<file path="src/rtl/vend_coin_feeder_if.sv">
// vend_coin_feeder_if: host and vending-FSM signals of the coin feeder.
// Defining VEND_COIN_STATS_EN adds the coins_total/to_count statistics outputs.
interface vend_coin_feeder_if #(
    parameter int BW = 8
);
    logic          start;
    logic [BW-1:0] budget;
    logic [2:0]    qty;
    logic [1:0]    D_in;
    logic          D_out_moore;
    logic          busy;
    logic          done;
    logic          err;
    logic [BW-1:0] change;
    logic [2:0]    vended;
`ifdef VEND_COIN_STATS_EN
    logic [15:0]   coins_total;
    logic [7:0]    to_count;
    modport slave (
        input  start, budget, qty, D_out_moore,
        output D_in, busy, done, err, change, vended, coins_total, to_count
    );
    modport master (
        output start, budget, qty, D_out_moore,
        input  D_in, busy, done, err, change, vended, coins_total, to_count
    );
`else
    modport slave (
        input  start, budget, qty, D_out_moore,
        output D_in, busy, done, err, change, vended
    );
    modport master (
        output start, budget, qty, D_out_moore,
        input  D_in, busy, done, err, change, vended
    );
`endif
endinterface

</file>
<file path="src/rtl/vend_coin_feeder.sv">
// vend_coin_feeder: pays for qty items with coins on D_in and counts vend pulses.
// Defining VEND_COIN_STATS_EN adds saturating coin and timeout counters.
module vend_coin_feeder #(
    parameter int BW      = 8,
    parameter int PRICE   = 4,
    parameter int GAP     = 1,
    parameter int TIMEOUT = 8
) (
    input logic               Clk,
    input logic               Reset,
    vend_coin_feeder_if.slave bus
);
    localparam logic [2:0] S_IDLE  = 3'd0;
    localparam logic [2:0] S_CHECK = 3'd1;
    localparam logic [2:0] S_COIN  = 3'd2;
    localparam logic [2:0] S_GAP   = 3'd3;
    localparam logic [2:0] S_WAIT  = 3'd4;
    localparam logic [2:0] S_DONE  = 3'd5;

    logic [2:0]    state_q, state_d;
    logic [1:0]    d_in_q, d_in_d;
    logic          busy_q, busy_d;
    logic          done_q, done_d;
    logic          err_q, err_d;
    logic [BW-1:0] change_q, change_d;
    logic [2:0]    vended_q, vended_d;
    logic [BW-1:0] bal_q, bal_d;
    logic [2:0]    qty_q, qty_d;
    logic [3:0]    paid_q, paid_d;
    logic [2:0]    gap_q, gap_d;
    logic [7:0]    tmo_q, tmo_d;
    logic          coin_go;
    logic          tmo_hit;
    logic [3:0]    rem;
    logic [1:0]    coin_v;

    // Coin for the upcoming COIN cycle; D_in, paid and bal all update on entry to COIN.
    assign rem    = 4'(PRICE) - paid_q;
    assign coin_v = (rem > 4'd3) ? 2'd3 : rem[1:0];

    always_comb begin
        state_d  = state_q;
        d_in_d   = 2'b00;
        done_d   = 1'b0;
        err_d    = err_q;
        change_d = change_q;
        vended_d = vended_q;
        bal_d    = bal_q;
        qty_d    = qty_q;
        paid_d   = paid_q;
        gap_d    = gap_q;
        tmo_d    = tmo_q;
        coin_go  = 1'b0;
        tmo_hit  = 1'b0;
        case (state_q)
            S_IDLE: begin
                if (bus.start) begin
                    bal_d    = bus.budget;
                    qty_d    = bus.qty;
                    paid_d   = 4'd0;
                    vended_d = 3'd0;
                    err_d    = 1'b0;
                    state_d  = S_CHECK;
                end
            end
            S_CHECK: begin
                if (vended_q == qty_q) begin
                    err_d   = 1'b0;
                    state_d = S_DONE;
                end else if (bal_q < BW'(PRICE)) begin
                    err_d   = 1'b1;
                    state_d = S_DONE;
                end else begin
                    coin_go = 1'b1;
                    state_d = S_COIN;
                end
            end
            S_COIN: begin
                if (paid_q == 4'(PRICE)) begin
                    tmo_d   = 8'd0;
                    state_d = S_WAIT;
                end else if (GAP > 0) begin
                    gap_d   = 3'(GAP - 1);
                    state_d = S_GAP;
                end else begin
                    coin_go = 1'b1;
                    state_d = S_COIN;
                end
            end
            S_GAP: begin
                if (gap_q == 3'd0) begin
                    coin_go = 1'b1;
                    state_d = S_COIN;
                end else begin
                    gap_d = gap_q - 3'd1;
                end
            end
            S_WAIT: begin
                if (bus.D_out_moore) begin
                    vended_d = vended_q + 3'd1;
                    paid_d   = 4'd0;
                    state_d  = S_CHECK;
                end else if (tmo_q == 8'(TIMEOUT - 1)) begin
                    err_d   = 1'b1;
                    tmo_hit = 1'b1;
                    state_d = S_DONE;
                end else begin
                    tmo_d = tmo_q + 8'd1;
                end
            end
            S_DONE: state_d = S_IDLE;
            default: state_d = S_IDLE;
        endcase
        if (coin_go) begin
            d_in_d = coin_v;
            paid_d = paid_q + {2'b00, coin_v};
            bal_d  = bal_q - BW'(coin_v);
        end
        if (state_d == S_DONE) begin
            done_d   = 1'b1;
            change_d = bal_q;
        end
        busy_d = (state_d != S_IDLE);
    end

    always_ff @(posedge Clk) begin
        if (Reset) begin
            state_q  <= S_IDLE;
            d_in_q   <= 2'b00;
            busy_q   <= 1'b0;
            done_q   <= 1'b0;
            err_q    <= 1'b0;
            change_q <= '0;
            vended_q <= 3'd0;
            bal_q    <= '0;
            qty_q    <= 3'd0;
            paid_q   <= 4'd0;
            gap_q    <= 3'd0;
            tmo_q    <= 8'd0;
        end else begin
            state_q  <= state_d;
            d_in_q   <= d_in_d;
            busy_q   <= busy_d;
            done_q   <= done_d;
            err_q    <= err_d;
            change_q <= change_d;
            vended_q <= vended_d;
            bal_q    <= bal_d;
            qty_q    <= qty_d;
            paid_q   <= paid_d;
            gap_q    <= gap_d;
            tmo_q    <= tmo_d;
        end
    end

    assign bus.D_in   = d_in_q;
    assign bus.busy   = busy_q;
    assign bus.done   = done_q;
    assign bus.err    = err_q;
    assign bus.change = change_q;
    assign bus.vended = vended_q;

`ifdef VEND_COIN_STATS_EN
    logic [15:0] coins_q;
    logic [7:0]  to_q;

    // Counted on the edge that loads a nonzero D_in, so the count includes the visible coin.
    always_ff @(posedge Clk) begin
        if (Reset) begin
            coins_q <= 16'd0;
            to_q    <= 8'd0;
        end else begin
            if (d_in_d != 2'b00 && coins_q != 16'hFFFF)
                coins_q <= coins_q + 16'd1;
            if (tmo_hit && to_q != 8'hFF)
                to_q <= to_q + 8'd1;
        end
    end

    assign bus.coins_total = coins_q;
    assign bus.to_count    = to_q;
`else
    logic unused_tmo_hit;
    assign unused_tmo_hit = tmo_hit;
`endif
endmodule

</file>
<file path="src/flat_wrapper.sv">
// flat-port wrapper written by rule: the top's interface ports become plain ports
module vend_coin_feeder_flat 
#(
    parameter int BW      = 8,
    parameter int PRICE   = 4,
    parameter int GAP     = 1,
    parameter int TIMEOUT = 8
)
  (Clk, Reset, bus_start, bus_budget, bus_qty, bus_D_out_moore, bus_D_in, bus_busy, bus_done, bus_err, bus_change, bus_vended);
  vend_coin_feeder_if #(.BW(BW)) bus_i ();
  input logic Clk;
  input logic Reset;
  input wire logic [$bits(bus_i.start)-1:0] bus_start;
  input wire logic [$bits(bus_i.budget)-1:0] bus_budget;
  input wire logic [$bits(bus_i.qty)-1:0] bus_qty;
  input wire logic [$bits(bus_i.D_out_moore)-1:0] bus_D_out_moore;
  output wire logic [$bits(bus_i.D_in)-1:0] bus_D_in;
  output wire logic [$bits(bus_i.busy)-1:0] bus_busy;
  output wire logic [$bits(bus_i.done)-1:0] bus_done;
  output wire logic [$bits(bus_i.err)-1:0] bus_err;
  output wire logic [$bits(bus_i.change)-1:0] bus_change;
  output wire logic [$bits(bus_i.vended)-1:0] bus_vended;
  assign bus_i.start = bus_start;
  assign bus_i.budget = bus_budget;
  assign bus_i.qty = bus_qty;
  assign bus_i.D_out_moore = bus_D_out_moore;
  assign bus_D_in = bus_i.D_in;
  assign bus_busy = bus_i.busy;
  assign bus_done = bus_i.done;
  assign bus_err = bus_i.err;
  assign bus_change = bus_i.change;
  assign bus_vended = bus_i.vended;
  vend_coin_feeder #(.BW(BW), .PRICE(PRICE), .GAP(GAP), .TIMEOUT(TIMEOUT)) u_core (.Clk(Clk), .Reset(Reset), .bus(bus_i));
endmodule
</file>
<file path="config.mk">
export PLATFORM = sky130hd
export DESIGN_NAME = vend_coin_feeder_flat
export DESIGN_NICKNAME = d
export VERILOG_FILES = /design/src/rtl/vend_coin_feeder_if.sv /design/src/rtl/vend_coin_feeder.sv /design/src/flat_wrapper.sv
export SDC_FILE = /design/constraint.sdc
export NUM_CORES = 1
export LEC_CHECK = 0
export BUFFER_PORTS_ARGS = -buffer_cell sky130_fd_sc_hd__buf_2
export CORE_MARGIN = 2
export CORE_UTILIZATION = 30
export DETAILED_ROUTE_END_ITERATION = 7
export PLACE_DENSITY_LB_ADDON = 0.15
export SETUP_SLACK_MARGIN = 0.1
export SLEW_MARGIN = 20
export SYNTH_ARGS = -nofsm -noshare
export SYNTH_HDL_FRONTEND = slang
export SYNTH_SLANG_ARGS = --single-unit
</file>
<file path="constraint.sdc">
create_clock -name Clk -period 2.2 [get_ports Clk]
set_input_delay 0.66 -clock Clk [delete_from_list [all_inputs] [get_ports Clk]]
set_output_delay 0.66 -clock Clk [all_outputs]
set_load 0.1 [all_outputs]
</file>
Word-level counts from Yosys, hierarchy flattened. Index checks and enable logic that the tools add are counted.

Add/sub/neg operators: 6. $mul: 0. Div/mod/pow operators: 0. Order comparisons: 2. Equality and inequality tests: 19. Shift operators: 0. Muxes and demuxes: 37. Bitwise gates (word level): 1. Reductions and logical operators: 18.

Operators by type and width (number): $mux W8 (6); $mux W3 (11); $pmux W8 S2 (1); $pmux W3 S5 (1); $mux W4 (3); $ne A2 B2 Y1 const B (6); $pmux W3 S2 (2); $reduce_bool A2 Y1 (5); $mux W1 (9); $reduce_and A3 Y1 (3); $reduce_bool A3 Y1 (3); $add A8 B1 Y8 const B (1); $eq A8 B3 Y1 const B (1); $lt A8 B3 Y1 const B (1); $pmux W4 S2 (1); $sub A8 B2 Y8 (1); $eq A3 B2 Y1 const B (2); $eq A3 B3 Y1 const B (2); $logic_not A3 Y1 (2); $ne A3 B2 Y1 const B (2); $reduce_and A5 Y1 (1); $add A4 B2 Y4 (1); $eq A4 B3 Y1 const B (1); $gt A4 B2 Y1 const B (1); 14 further kinds (16).

Register bits: 45. Bits in latches: 0. RAM bits: 0. Bits in read-only memories: 0. Input bits: 15. Output and inout bits: 16. Logic and storage cells: 95. Memories: 0.

Longest topological paths before layout. Gate-level depths: netlist of the first run.

Word-level depth: 6. Gate-level depth with buffers: 12. Mapped depth without buffers: 12.

Worst setup path before layout of the first run. No wires, ideal clock.

Path kind: reg2reg. Start: register u_core.vended_q[0] (netlist: u_core.bus.vended[0]). End: register u_core.bal_q[2]. Arrival: 2378 ps. Required time: 2085 ps. Setup slack: -292 ps. Cell stages (with the launch flop): 7. Buffers on the path: 1. Clock period less this slack: 2492 ps. Cells stage by stage: dfxtp_1 xor2_1 or3_1 buf_2 a21oi_4 mux2_2 o21a_1.

Longest elaborated chain between the ends: 5.

RTL lines: start: declaration (RTL line vend_coin_feeder.sv:26) `logic [2:0] vended_q, vended_d;`; start signal: assignment (RTL line vend_coin_feeder.sv:147) `vended_q <= vended_d;`; $eq A3 B3 Y1 * (RTL line vend_coin_feeder.sv:67) `if (vended_q == qty_q) begin`; $mux W1 * (RTL line vend_coin_feeder.sv:67); $pmux W1 S2 * (RTL line vend_coin_feeder.sv:55) `case (state_q)`; $reduce_bool A2 Y1 (no line); $reduce_and A2 Y1 (no line); end signal: assignment (RTL line vend_coin_feeder.sv:148) `bal_q <= bal_d;`; end: declaration (RTL line vend_coin_feeder.sv:27) `logic [BW-1:0] bal_q, bal_d;`.

Every way passes the cells marked *; elsewhere a longest branch is shown, timed or not. A chain may end at the register's enable or synchronous reset.

Final worst setup path of the first run.
Start: register u_core.paid_q[1]. End: register u_core.bal_q[5].

Longest elaborated chain between the ends: 5.

RTL lines: start: declaration (RTL line vend_coin_feeder.sv:29) `logic [3:0] paid_q, paid_d;`; start signal: assignment (RTL line vend_coin_feeder.sv:150) `paid_q <= paid_d;`; $sub A3 B4 Y4 * (RTL line vend_coin_feeder.sv:38) `assign rem = 4'(PRICE) - paid_q;`; $gt A4 B2 Y1 (RTL line vend_coin_feeder.sv:39) `assign coin_v = (rem > 4'd3) ? 2'd3 : rem[1:0];`; $mux W2 * (RTL line vend_coin_feeder.sv:39); $sub A8 B2 Y8 * (RTL line vend_coin_feeder.sv:117) `bal_d = bal_q - BW'(coin_v);`; $mux W8 * (RTL line vend_coin_feeder.sv:114) `if (coin_go) begin`.

Marked as above.

==> impl_metrics.env, run 1 <==
export IMPL_clock_skew_ns=0.009074
export IMPL_critical_path_arrival_ns=2.37
export IMPL_initial_utilization=0.3117
export IMPL_post_synth_main_area_contributors="sky130_fd_sc_hd__dfxtp_1, sky130_fd_sc_hd__nor2_1, sky130_fd_sc_hd__nand2b_1, sky130_fd_sc_hd__ha_1, sky130_fd_sc_hd__mux2i_1"
export IMPL_layout_nets=357
export IMPL_boundaryPins=31
export IMPL_synth_compound_gate_area_share=0.1671
export IMPL_final_cell_area_um2=3060
export IMPL_yosys_area_share_xor_xnor=0.04679
export IMPL_critical_path_slowest_cell="sky130_fd_sc_hd__dfxtp_4"
export IMPL_tns_ns=0
export IMPL_total_power_mw=3.204
export IMPL_layout_area_overhead_vs_synth_pct=25.76
export IMPL_global_route_usage_total=0.1408
export IMPL_cts_root_buffer_cell="sky130_fd_sc_hd__clkbuf_8"
export IMPL_worst_setup_path_type="reg2reg"
export IMPL_antenna_found_initial=0
export IMPL_setup_viol=0
export IMPL_hold_path_depth=2
export IMPL_synth_edff_count=0
export IMPL_critPathRequiredTime_ns=2.42
export IMPL_cts_buffers_inserted=5
export IMPL_post_route_period_util=0.9766
export IMPL_start_kind="flip-flop"
export IMPL_min_from="u_core.qty_q[1]"
export IMPL_worstSetupStartpoint="u_core.paid_q[1]"
export IMPL_synth_seq_area_share=0.3702
export IMPL_clock_tree_htree_level_count=2
export IMPL_combinational_family_with_the_most_area_after_synthesis="simple AND/OR/NAND/NOR gates"
export IMPL_clock_sinks=45
export IMPL_slew_headroom=0.6694
export IMPL_die_area_um2=8848
export IMPL_grt_start_max_net_pins=22
export IMPL_synth_simple_gate_area_frac=0.2622
export IMPL_synthMuxAreaShare=0.04576
export IMPL_layout_drive_gt1_share=0.3114
export IMPL_hold_path_end="u_core.qty_q[1]"
export IMPL_num_vias=2104
export IMPL_design_core_area_um2=7807
export IMPL_route_final_wire_length_um=6051
export IMPL_crit_reg2reg_capture="u_core.bal_q[5]"
export IMPL_hold_violations=0
export IMPL_yosysWarnings=0
export IMPL_clock_fmax_mhz=465.4
export IMPL_worstPathCellList="inv_4 -> ha_4 -> nor3_4 -> a31oi_4 -> nor2_2 -> ha_1 -> a21o_1 -> nor4b_2 -> nand2_1 -> a211oi_2"
export IMPL_die_h_um=94.07
export IMPL_max_clock_path_buffers=2
export IMPL_synthesis_instances=284
export IMPL_synth_seq_cells=45
export IMPL_wire_length_of_the_first_global_routing_pass_um=9853
export IMPL_hp_class="reg2reg"
export IMPL_rr_worst_depth=10
export IMPL_clock_transition_at_the_registers_of_the_reported_paths_ns=0.09
export IMPL_dp_hpwl_um=4248
export IMPL_mappedNetlistArea_um2=2434
export IMPL_cp_max_fo=5
export IMPL_run_status="completed"
export IMPL_core_rowCount=32
export IMPL_max_stage_delay_ns=0.37
export IMPL_first_global_vias=2005
export IMPL_drt_initial_drc_count=59
export IMPL_r2r_setup_slack_ns=0.05
export IMPL_drc_markers=0
export IMPL_firstDrtPassIters=4
export IMPL_max_vdd_ir_drop_mv=0.4520
export IMPL_grt_setup_unrepaired="true"
export IMPL_synth_avg_cell_area_um2=8.569
export IMPL_layout_min_cycle_time_ns=2.148
export IMPL_synth_largest_type_area_fraction=0.3702
export IMPL_synth_top_flop_cell="sky130_fd_sc_hd__dfxtp_1"
export IMPL_post_synth_net_total=308
export IMPL_rr_startpoint="u_core.paid_q[1]"
export IMPL_max_slew_worst_pin_slew_ns=0.4925
export IMPL_n_antenna_cell=0
export IMPL_synth_most_common_cell="sky130_fd_sc_hd__dfxtp_1"
export IMPL_drt_antenna_violating_nets=0
export IMPL_yosys_top_cells_count="sky130_fd_sc_hd__dfxtp_1, sky130_fd_sc_hd__nor2_1, sky130_fd_sc_hd__nand2_1"
export IMPL_synth_lib_cells_used_distinct=55
export IMPL_maxCapViolations=0
export IMPL_finalMaxSlewViolations=0
export IMPL_utilization=0.3920
export IMPL_worst_setup_path_end_kind="flip-flop"
export IMPL_synth_adder_area_share=0.04936
export IMPL_place_port_buffers=30
export IMPL_yosysTopAreaCell="sky130_fd_sc_hd__dfxtp_1"
export IMPL_die_width_um=94.07
export IMPL_viasPerCell=4.826
export IMPL_insertion_delay_ns=0.30
export IMPL_placement_cell_area_um2=2826
export IMPL_power_density_nw_per_um2=1047
export IMPL_synth_async_reset_ratio=0
export IMPL_grt_overflow=0
export IMPL_place_gp_congestion=0.8636
export IMPL_routed_wl_per_cell_um=13.88
export IMPL_total_leakage_power_nw=1.226
export IMPL_cts_tree="yes"
## flip-flops by register name, summed over array words and instances (netlist names)
signal,flops
u_core.bus.vended,3
u_core.tmo_q,8
u_core.bus.done,1
u_core.state_q,3
u_core.gap_q,3
u_core.bus.D_in,2
u_core.bus.busy,1
u_core.bus.err,1
u_core.bal_q,8
u_core.paid_q,4
u_core.bus.change,8
u_core.qty_q,3
## layout by cell type, fill, tap and decap left out, types with 3 or more instances in the layout
| master | synthesis | routed |
|---|---|---|
| sky130_fd_sc_hd__a311oi_1 | 3 | 3 |
| sky130_fd_sc_hd__nor2_1 | 32 | 29 |
| sky130_fd_sc_hd__or3_1 | 3 | 3 |
| sky130_fd_sc_hd__xor2_1 | 10 | 10 |
| sky130_fd_sc_hd__buf_4 | 1 | 25 |
| sky130_fd_sc_hd__ha_1 | 8 | 6 |
| sky130_fd_sc_hd__mux2i_1 | 10 | 10 |
| sky130_fd_sc_hd__inv_1 | 14 | 11 |
| sky130_fd_sc_hd__o211ai_1 | 7 | 7 |
| sky130_fd_sc_hd__a31oi_1 | 7 | 6 |
| sky130_fd_sc_hd__nand2_1 | 23 | 22 |
| sky130_fd_sc_hd__buf_2 | 5 | 30 |
| sky130_fd_sc_hd__nor3_1 | 12 | 11 |
| sky130_fd_sc_hd__clkbuf_8 | 0 | 5 |
| sky130_fd_sc_hd__nand2b_1 | 19 | 19 |
| sky130_fd_sc_hd__dfxtp_4 | 0 | 3 |
| sky130_fd_sc_hd__a21oi_1 | 19 | 16 |
| sky130_fd_sc_hd__nand3_1 | 7 | 7 |
| sky130_fd_sc_hd__a21oi_2 | 0 | 3 |
| sky130_fd_sc_hd__dfxtp_1 | 45 | 37 |
| sky130_fd_sc_hd__dfxtp_2 | 0 | 5 |
## report_power, final
| group | internal, mW | total, mW | leakage (nW) | switching [mW] |
|---|---|---|---|---|
| Sequential | 0.941 | 1.07 | 0.370 | 0.128 |
| Clock | 0.221 | 0.502 | 0.0450 | 0.281 |
| Combinational | 0.635 | 1.63 | 0.811 | 0.998 |
## logic make-up after synthesis
family | Yosys count
buffers and inverters | 28
XOR/XNOR | 13
adder cells (fa/ha/maj) | 9
flip-flops | 45
AND/OR/NAND/NOR | 119
multiplexers | 11
AO/OA/AOI/OAI | 59
## critical path: cells and delay by family, from the launching register on
kind / cells / cell delay [ns]
compound gates: 3 / 0.63
fa+ha+maj: 2 / 0.44
buf+inv: 1 / 0.06
simple gates: 4 / 0.56
flops: 1 / 0.37
## final cells by class
class,count,area (um2)
Multi-Input combinational cell,211,1516
Clock inverter,2,10.01
Fill cell,814,4747
Clock buffer,6,72.57
Tap cell,102,127.6
Sequential cell,45,918.4
Timing Repair Buffer,56,357.8
Inverter,14,57.56
## stage by stage
step	instances	hold WS, ns	setup slack (ns)
finish	436	0.4732	0.05152
global route	436	0.4945	-0.08057
floorplan	284	0.4478	0.07746
global placement	423	0.4574	0.04600
detailed placement	423	0.4618	-0.01913
CTS	432	0.4746	0.06340
## worst max path at each step
stage / cells past startpoint / slack [ns] / to
after CTS: 10 / 0.06 / u_core.bal_q[2]
after global routing: 9 / -0.08 / u_core.bal_q[5]
after global placement: 10 / 0.05 / u_core.bal_q[2]
after detailed placement: 10 / -0.02 / u_core.bal_q[5]
after floorplan: 10 / 0.08 / u_core.bal_q[2]
final: 10 / 0.05 / u_core.bal_q[5]
## repair_timing
action | 4_1_cts | 5_1_grt
buffers inserted | 1 | 4
resized for setup | 8 | 23
pin swaps | 4 | 14
hold buffers | 0 | 0
gates cloned | 0 | 0
endpoints found under the setup margin | 7 | 20
## metal layers
layer	GRT usage	part of all wire	vias up
met5	0	0	-
met4	0.04348	0.0084	0
met3	0.02809	0.031	4
met2	0.2155	0.46	31
met1	0.1988	0.50	969
li1	-	-	1100
Note: power is estimated with default switching activity, not from simulation.
==> run 2: changes to the inputs <==
- ABC_AREA: default -> 1
- PLACE_DENSITY_LB_ADDON: 0.15 -> default
==> impl_metrics.env, run 2 <==
export IMPL_final_cell_area_um2=3122
export IMPL_cell_count_post_placement=502
export IMPL_yosysWarnings=0
export IMPL_global_route_usage_total=0.1350
export IMPL_synth_edff_count=0
export IMPL_power_density_nw_per_um2=1744
export IMPL_total_leakage_power_nw=1.409
export IMPL_synth_largest_type_area_fraction=0.3531
export IMPL_seqCellArea_um2=905.9
export IMPL_cts_root_buffer_cell="sky130_fd_sc_hd__clkbuf_8"
export IMPL_clock_transition_at_the_registers_of_the_reported_paths_ns=0.09
export IMPL_synth_lib_cells_used_distinct=34
export IMPL_drt_initial_drc_count=64
export IMPL_critical_path_arrival_ns=2.41
export IMPL_max_slew_worst_pin_slew_ns=0.5973
export IMPL_synth_seq_area_share=0.3531
export IMPL_synth_most_common_cell="sky130_fd_sc_hd__nand2_1"
export IMPL_finalMaxSlewViolations=0
export IMPL_finalHoldWorstSlack_ns=0.4754
export IMPL_viasPerCell=4.559
export IMPL_layout_drive_gt1_share=0.2620
export IMPL_dp_hpwl_um=4175
export IMPL_die_width_um=96.22
export IMPL_layout_nets=439
export IMPL_filler_instances=883
export IMPL_boundaryPins=31
export IMPL_yosys_top_cells_count="sky130_fd_sc_hd__nand2_1, sky130_fd_sc_hd__nor2_1, sky130_fd_sc_hd__dfxtp_1"
export IMPL_critPathRequiredTime_ns=2.39
export IMPL_slew_headroom=0.5993
export IMPL_run_status="complete, but fails checks"
export IMPL_most_common_layout_cells="sky130_fd_sc_hd__nand2_1, sky130_fd_sc_hd__nor2_1, sky130_fd_sc_hd__dfxtp_1, sky130_fd_sc_hd__inv_1, sky130_fd_sc_hd__buf_2"
export IMPL_firstDrtPassIters=4
export IMPL_clock_skew_ns=0.007256
export IMPL_mappedNetlistArea_um2=2551
export IMPL_layout_area_overhead_vs_synth_pct=22.36
export IMPL_yosysTopAreaCell="sky130_fd_sc_hd__dfxtp_1"
export IMPL_maxCapViolations=0
export IMPL_clock_tree_htree_level_count=2
export IMPL_final_common_cell="sky130_fd_sc_hd__nand2_1"
export IMPL_antenna_found_initial=0
export IMPL_post_route_worst_setup_slack_ns=-0.01499
export IMPL_design_core_area_um2=8217
export IMPL_setup_viol=1
export IMPL_layoutNonFillerInstCount=521
export IMPL_max_clock_path_buffers=2
export IMPL_core_rowCount=33
export IMPL_cts_tree="yes"
export IMPL_num_vias=2375
export IMPL_hold_violations=0
export IMPL_layout_min_cycle_time_ns=2.215
export IMPL_failed_checks="setup timing"
export IMPL_route_final_wire_length_um=6072
export IMPL_synthesis_instances=366
export IMPL_first_global_vias=2168
export IMPL_initial_utilization=0.3105
export IMPL_max_vdd_ir_drop_mv=0.9520
export IMPL_die_area_um2=9257
export IMPL_synth_async_reset_ratio=0
export IMPL_n_antenna_cell=0
export IMPL_die_h_um=96.22
export IMPL_place_port_buffers=30
export IMPL_place_gp_congestion=0.8152
export IMPL_wire_length_of_the_first_global_routing_pass_um=9853
export IMPL_multi_input_comb_area_um2=1476
export IMPL_insertion_delay_ns=0.30
export IMPL_placement_cell_area_um2=2865
export IMPL_clock_fmax_mhz=451.5
export IMPL_routed_wl_per_cell_um=11.65
export IMPL_worst_setup_path_end_kind="flip-flop"
export IMPL_cp_max_fo=3
export IMPL_cts_buffers_inserted=5
export IMPL_synth_avg_cell_area_um2=6.970
export IMPL_hp_class="reg2reg"
export IMPL_grt_start_max_net_pins=24
export IMPL_grt_overflow=0
export IMPL_post_synth_net_total=390
export IMPL_drt_antenna_violating_nets=0
export IMPL_worst_setup_path_type="reg2reg"
export IMPL_grt_setup_unrepaired="true"
export IMPL_clock_sinks=45
export IMPL_synth_top_flop_cell="sky130_fd_sc_hd__dfxtp_1"
export IMPL_post_route_period_util=1.007
export IMPL_drc_markers=0
export IMPL_post_synth_main_area_contributors="sky130_fd_sc_hd__dfxtp_1, sky130_fd_sc_hd__nand2_1, sky130_fd_sc_hd__nor2_1, sky130_fd_sc_hd__inv_1, sky130_fd_sc_hd__nand3_1"
export IMPL_start_kind="flip-flop"
export IMPL_synth_seq_cells=45
-- run 2: changes by cell type after synthesis, sizes merged, moves of 7 or more --
cell / change
nor3: -8
nand2: +70
inv: +37
o21ai: +9
nand3: +25
nand2b: -19
o211ai: -7
nor2: +25
a21oi: +10
mux2i: -10
-- run 2: critical path, cell delays in order, from the launching register on --
cell and delay (ns):
sky130_fd_sc_hd__dfxtp_4 0.37, sky130_fd_sc_hd__inv_4 0.04, sky130_fd_sc_hd__ha_4 0.16, sky130_fd_sc_hd__xnor2_2 0.18
sky130_fd_sc_hd__nand2_2 0.12, sky130_fd_sc_hd__nor2_4 0.14, sky130_fd_sc_hd__inv_2 0.06, sky130_fd_sc_hd__ha_4 0.15
sky130_fd_sc_hd__fa_2 0.37, sky130_fd_sc_hd__nand2_4 0.09, sky130_fd_sc_hd__nor2_4 0.04, sky130_fd_sc_hd__nand2_2 0.06
sky130_fd_sc_hd__xor2_1 0.15, sky130_fd_sc_hd__nand2_1 0.06, sky130_fd_sc_hd__nand2_1 0.07, sky130_fd_sc_hd__a21oi_1 0.05
-- run 2: what timing repair did --
action / CTS / global route
hold buffers: 0 / 0
pin swaps: 6 / 14
endpoints found under the setup margin: 7 / 7
resized for setup: 10 / 12
setup buffers: 6 / 5
-- run 2: layout make-up --
class                      instances  share of cell area
multi-input combinational        261              0.4729
sequential                        45              0.2902
timing repair buffer              50             0.09740
inverter                          52             0.06493
tap                              105             0.04208
clock buffer                       7             0.03086
clock inverter                     1            0.001603
-- run 2: cells by family (layout without fill, tap and decap cells) --
group	after synthesis	count (layout)	synth area share
compound gates	49	49	0.1148
xor+xnor	11	11	0.03776
fa+ha+maj	9	9	0.04708
buf+inv	60	110	0.1030
flops	45	45	0.3531
simple gates	192	192	0.3443
-- run 2: path summary, 6_finish.rpt --
path                         start         endpoint  slack, ns  depth (start not counted)
setup / recovery  u_core.paid_q[0]  u_core.bal_q[6]      -0.01                         15
hold reg to reg    u_core.bal_q[0]  u_core.bal_q[0]       0.48                          2
setup reg to reg  u_core.paid_q[0]  u_core.bal_q[6]      -0.01                         15
hold / removal     u_core.bal_q[0]  u_core.bal_q[0]       0.48                          2
-- run 2: per-layer routing --
metal / global-route usage / routed length (um) / part of all wire
met1: 0.1763 / 2964 / 0.49
met2: 0.2164 / 2827 / 0.47
met3: 0.02741 / 209 / 0.034
met4: 0.05476 / 70 / 0.012
met5: 0 / 0 / 0
-- run 2: power by group --
group          switching (mW)  leakage [nW]  internal [mW]  total [mW]
logic                    2.43         0.987           1.18        3.61
registers               0.183         0.368           1.07        1.25
clock network           0.300        0.0542          0.285       0.585
total                    2.91          1.41           2.53        5.44
-- run 2: metrics by stage --
| stage | setup TNS, ns | util | power, mW | setup slack (ns) |
|---|---|---|---|---|
| detailed placement | -0.07687 | 0.3487 | 4.388 | -0.07687 |
| floorplan | 0 | - | 3.896 | 0.06474 |
| CTS | 0 | 0.3702 | 5.143 | 0.03445 |
| finish | -0.01499 | 0.3799 | 5.445 | -0.01499 |
| global placement | 0 | 0.3487 | 4.327 | 0.01736 |
| global route | -0.3620 | 0.3799 | 5.844 | -0.1613 |
==> run 3: changes to the inputs <==
- CORE_MARGIN: 2 -> default
==> impl_metrics.env, run 3 (synthesis gave the netlist of run 2 again) <==
export IMPL_run_status="completed"
export IMPL_clock_transition_at_the_registers_of_the_reported_paths_ns=0.09
export IMPL_final_common_cell="sky130_fd_sc_hd__nand2_1"
export IMPL_cts_tree="yes"
export IMPL_critical_path_arrival_ns=2.35
export IMPL_die_h_um=94.22
export IMPL_maxCapViolations=0
export IMPL_core_rowCount=33
export IMPL_boundaryPins=31
export IMPL_routed_wl_per_cell_um=10.96
export IMPL_first_global_vias=2145
export IMPL_post_route_period_util=0.9869
export IMPL_layout_min_cycle_time_ns=2.171
export IMPL_drt_antenna_violating_nets=0
export IMPL_most_common_layout_cells="sky130_fd_sc_hd__nand2_1, sky130_fd_sc_hd__nor2_1, sky130_fd_sc_hd__dfxtp_1, sky130_fd_sc_hd__inv_1, sky130_fd_sc_hd__buf_2"
export IMPL_grt_overflow=0
export IMPL_worstPathCellList="inv_2 -> ha_4 -> xnor2_4 -> nand2_4 -> nor2_4 -> inv_2 -> ha_4 -> fa_2 -> nand2_2 -> nor2_2 -> nand2_1 -> xor2_1 -> nand2_1 -> nand2_1 -> a21oi_1"
export IMPL_max_slew_worst_pin_slew_ns=0.4901
export IMPL_layout_nets=433
export IMPL_rr_worst_depth=15
export IMPL_hp_class="reg2reg"
export IMPL_max_clock_path_buffers=2
export IMPL_max_stage_delay_ns=0.36
export IMPL_setup_viol=0
export IMPL_worst_setup_path_type="reg2reg"
export IMPL_max_vdd_ir_drop_mv=0.8039
export IMPL_place_port_buffers=30
export IMPL_cts_buffers_inserted=5
export IMPL_total_leakage_power_nw=1.367
export IMPL_post_route_worst_setup_slack_ns=0.02881
export IMPL_antenna_found_initial=0
export IMPL_place_gp_congestion=0.7872
export IMPL_insertion_delay_ns=0.30
export IMPL_dp_hpwl_um=4115
export IMPL_hold_path_end="u_core.bal_q[0]"
export IMPL_n_antenna_cell=0
export IMPL_layout_drive_gt1_share=0.2390
export IMPL_utilization=0.3690
export IMPL_seqCellArea_um2=903.4
export IMPL_placement_cell_area_um2=2873
export IMPL_dpl_worst_slack_ns=-0.06292
export IMPL_start_kind="flip-flop"
export IMPL_drc_markers=0
export IMPL_finalMaxSlewViolations=0
export IMPL_multi_input_comb_area_um2=1459
export IMPL_min_from="u_core.bal_q[0]"
export IMPL_critical_path_slowest_cell="sky130_fd_sc_hd__dfxtp_2"
export IMPL_die_area_um2=8876
export IMPL_hold_violations=0
export IMPL_firstDrtPassIters=4
export IMPL_slew_headroom=0.6755
export IMPL_critical_path_top_delay_family="adder cells"
export IMPL_power_density_nw_per_um2=1659
export IMPL_r2r_setup_slack_ns=0.03
export IMPL_initial_utilization=0.3105
export IMPL_cts_root_buffer_cell="sky130_fd_sc_hd__clkbuf_8"
export IMPL_hold_path_depth=2
export IMPL_cp_num_cells=15
export IMPL_design_core_area_um2=8217
export IMPL_clock_skew_ns=0.004282
export IMPL_ctsHoldBuffers=0
export IMPL_die_width_um=94.22
export IMPL_clock_sinks=45
export IMPL_route_final_wire_length_um=5645
export IMPL_worst_setup_path_end_kind="flip-flop"
export IMPL_grt_start_max_net_pins=24
export IMPL_drt_initial_drc_count=126
export IMPL_wire_length_of_the_first_global_routing_pass_um=9563
export IMPL_filler_instances=860
export IMPL_layout_area_overhead_vs_synth_pct=18.83
export IMPL_grt_setup_unrepaired="true"
export IMPL_critPathRequiredTime_ns=2.38
export IMPL_num_vias=2319
export IMPL_rr_startpoint="u_core.paid_q[0]"
export IMPL_final_cell_area_um2=3032
export IMPL_crit_reg2reg_capture="u_core.bal_q[6]"
export IMPL_cp_max_fo=3
export IMPL_viasPerCell=4.503
export IMPL_clock_tree_htree_level_count=2
export IMPL_global_route_usage_total=0.1373
export IMPL_total_power_mw=5.030
export IMPL_crit_top_cell="sky130_fd_sc_hd__nand2_1"
export IMPL_clock_fmax_mhz=460.6
export IMPL_cp_num_buf_inv=2
## run 3: power by group
part           switching [mW]  internal (mW)
registers               0.177           1.06
clock network           0.285          0.221
logic                    2.28           1.00
## run 3: routing by layer
metal  global-route usage  wire length, um  vias to the layer above
li1                     -                -                     1239
met1               0.1743             2834                     1030
met2               0.2246             2506                       46
met3              0.03883              240                        4
met4              0.03846               64                        0
met5                    0                0                        -
## run 3: per-stage QoR
stage / hold slack (ns) / cells / TNS [ns]
5_1_grt: 0.5024 / 515 / -0.1322
2_1_floorplan: 0.4435 / 366 / 0
3_3_place_gp: 0.4539 / 503 / 0
3_5_place_dp: 0.4589 / 503 / -0.06292
4_1_cts: 0.4722 / 514 / 0
6_report: 0.4736 / 515 / 0
## run 3: area by class of cell
| type | count | area share |
|---|---|---|
| multi-input cells | 261 | 0.4812 |
| flip-flops and latches | 45 | 0.2980 |
| repair buffers | 44 | 0.08419 |
| inverters | 52 | 0.06603 |
| well taps | 105 | 0.04333 |
| clock buffers | 6 | 0.02394 |
| clock inverters | 2 | 0.003302 |
## run 3: how the worst max path moves through the flow
stage                startpoint         endpoint  slack, ns
3_5_place_dp   u_core.paid_q[1]  u_core.bal_q[6]      -0.06
3_3_place_gp   u_core.paid_q[1]  u_core.bal_q[6]       0.02
4_1_cts        u_core.paid_q[0]  u_core.bal_q[6]       0.03
5_1_grt        u_core.paid_q[0]  u_core.bal_q[6]      -0.09
2_1_floorplan  u_core.paid_q[0]  u_core.bal_q[6]       0.06
6_report       u_core.paid_q[0]  u_core.bal_q[6]       0.03
## run 3: worst register-to-register path: stages, from the launching register on
cell                      delay, ns
sky130_fd_sc_hd__dfxtp_2       0.36
sky130_fd_sc_hd__inv_2         0.06
sky130_fd_sc_hd__ha_4          0.18
sky130_fd_sc_hd__xnor2_4       0.17
sky130_fd_sc_hd__nand2_4       0.09
sky130_fd_sc_hd__nor2_4        0.12
sky130_fd_sc_hd__inv_2         0.06
sky130_fd_sc_hd__ha_4          0.15
sky130_fd_sc_hd__fa_2          0.35
sky130_fd_sc_hd__nand2_2       0.08
sky130_fd_sc_hd__nor2_2        0.04
sky130_fd_sc_hd__nand2_1       0.08
sky130_fd_sc_hd__xor2_1        0.15
sky130_fd_sc_hd__nand2_1       0.06
sky130_fd_sc_hd__nand2_1       0.06
sky130_fd_sc_hd__a21oi_1       0.05
## run 3: repair_timing
action / CTS / global route
resized for setup: 5 / 8
pin swaps: 4 / 6
gates cloned: 0 / 0
setup buffers: 3 / 1
endpoints found under the setup margin: 6 / 7
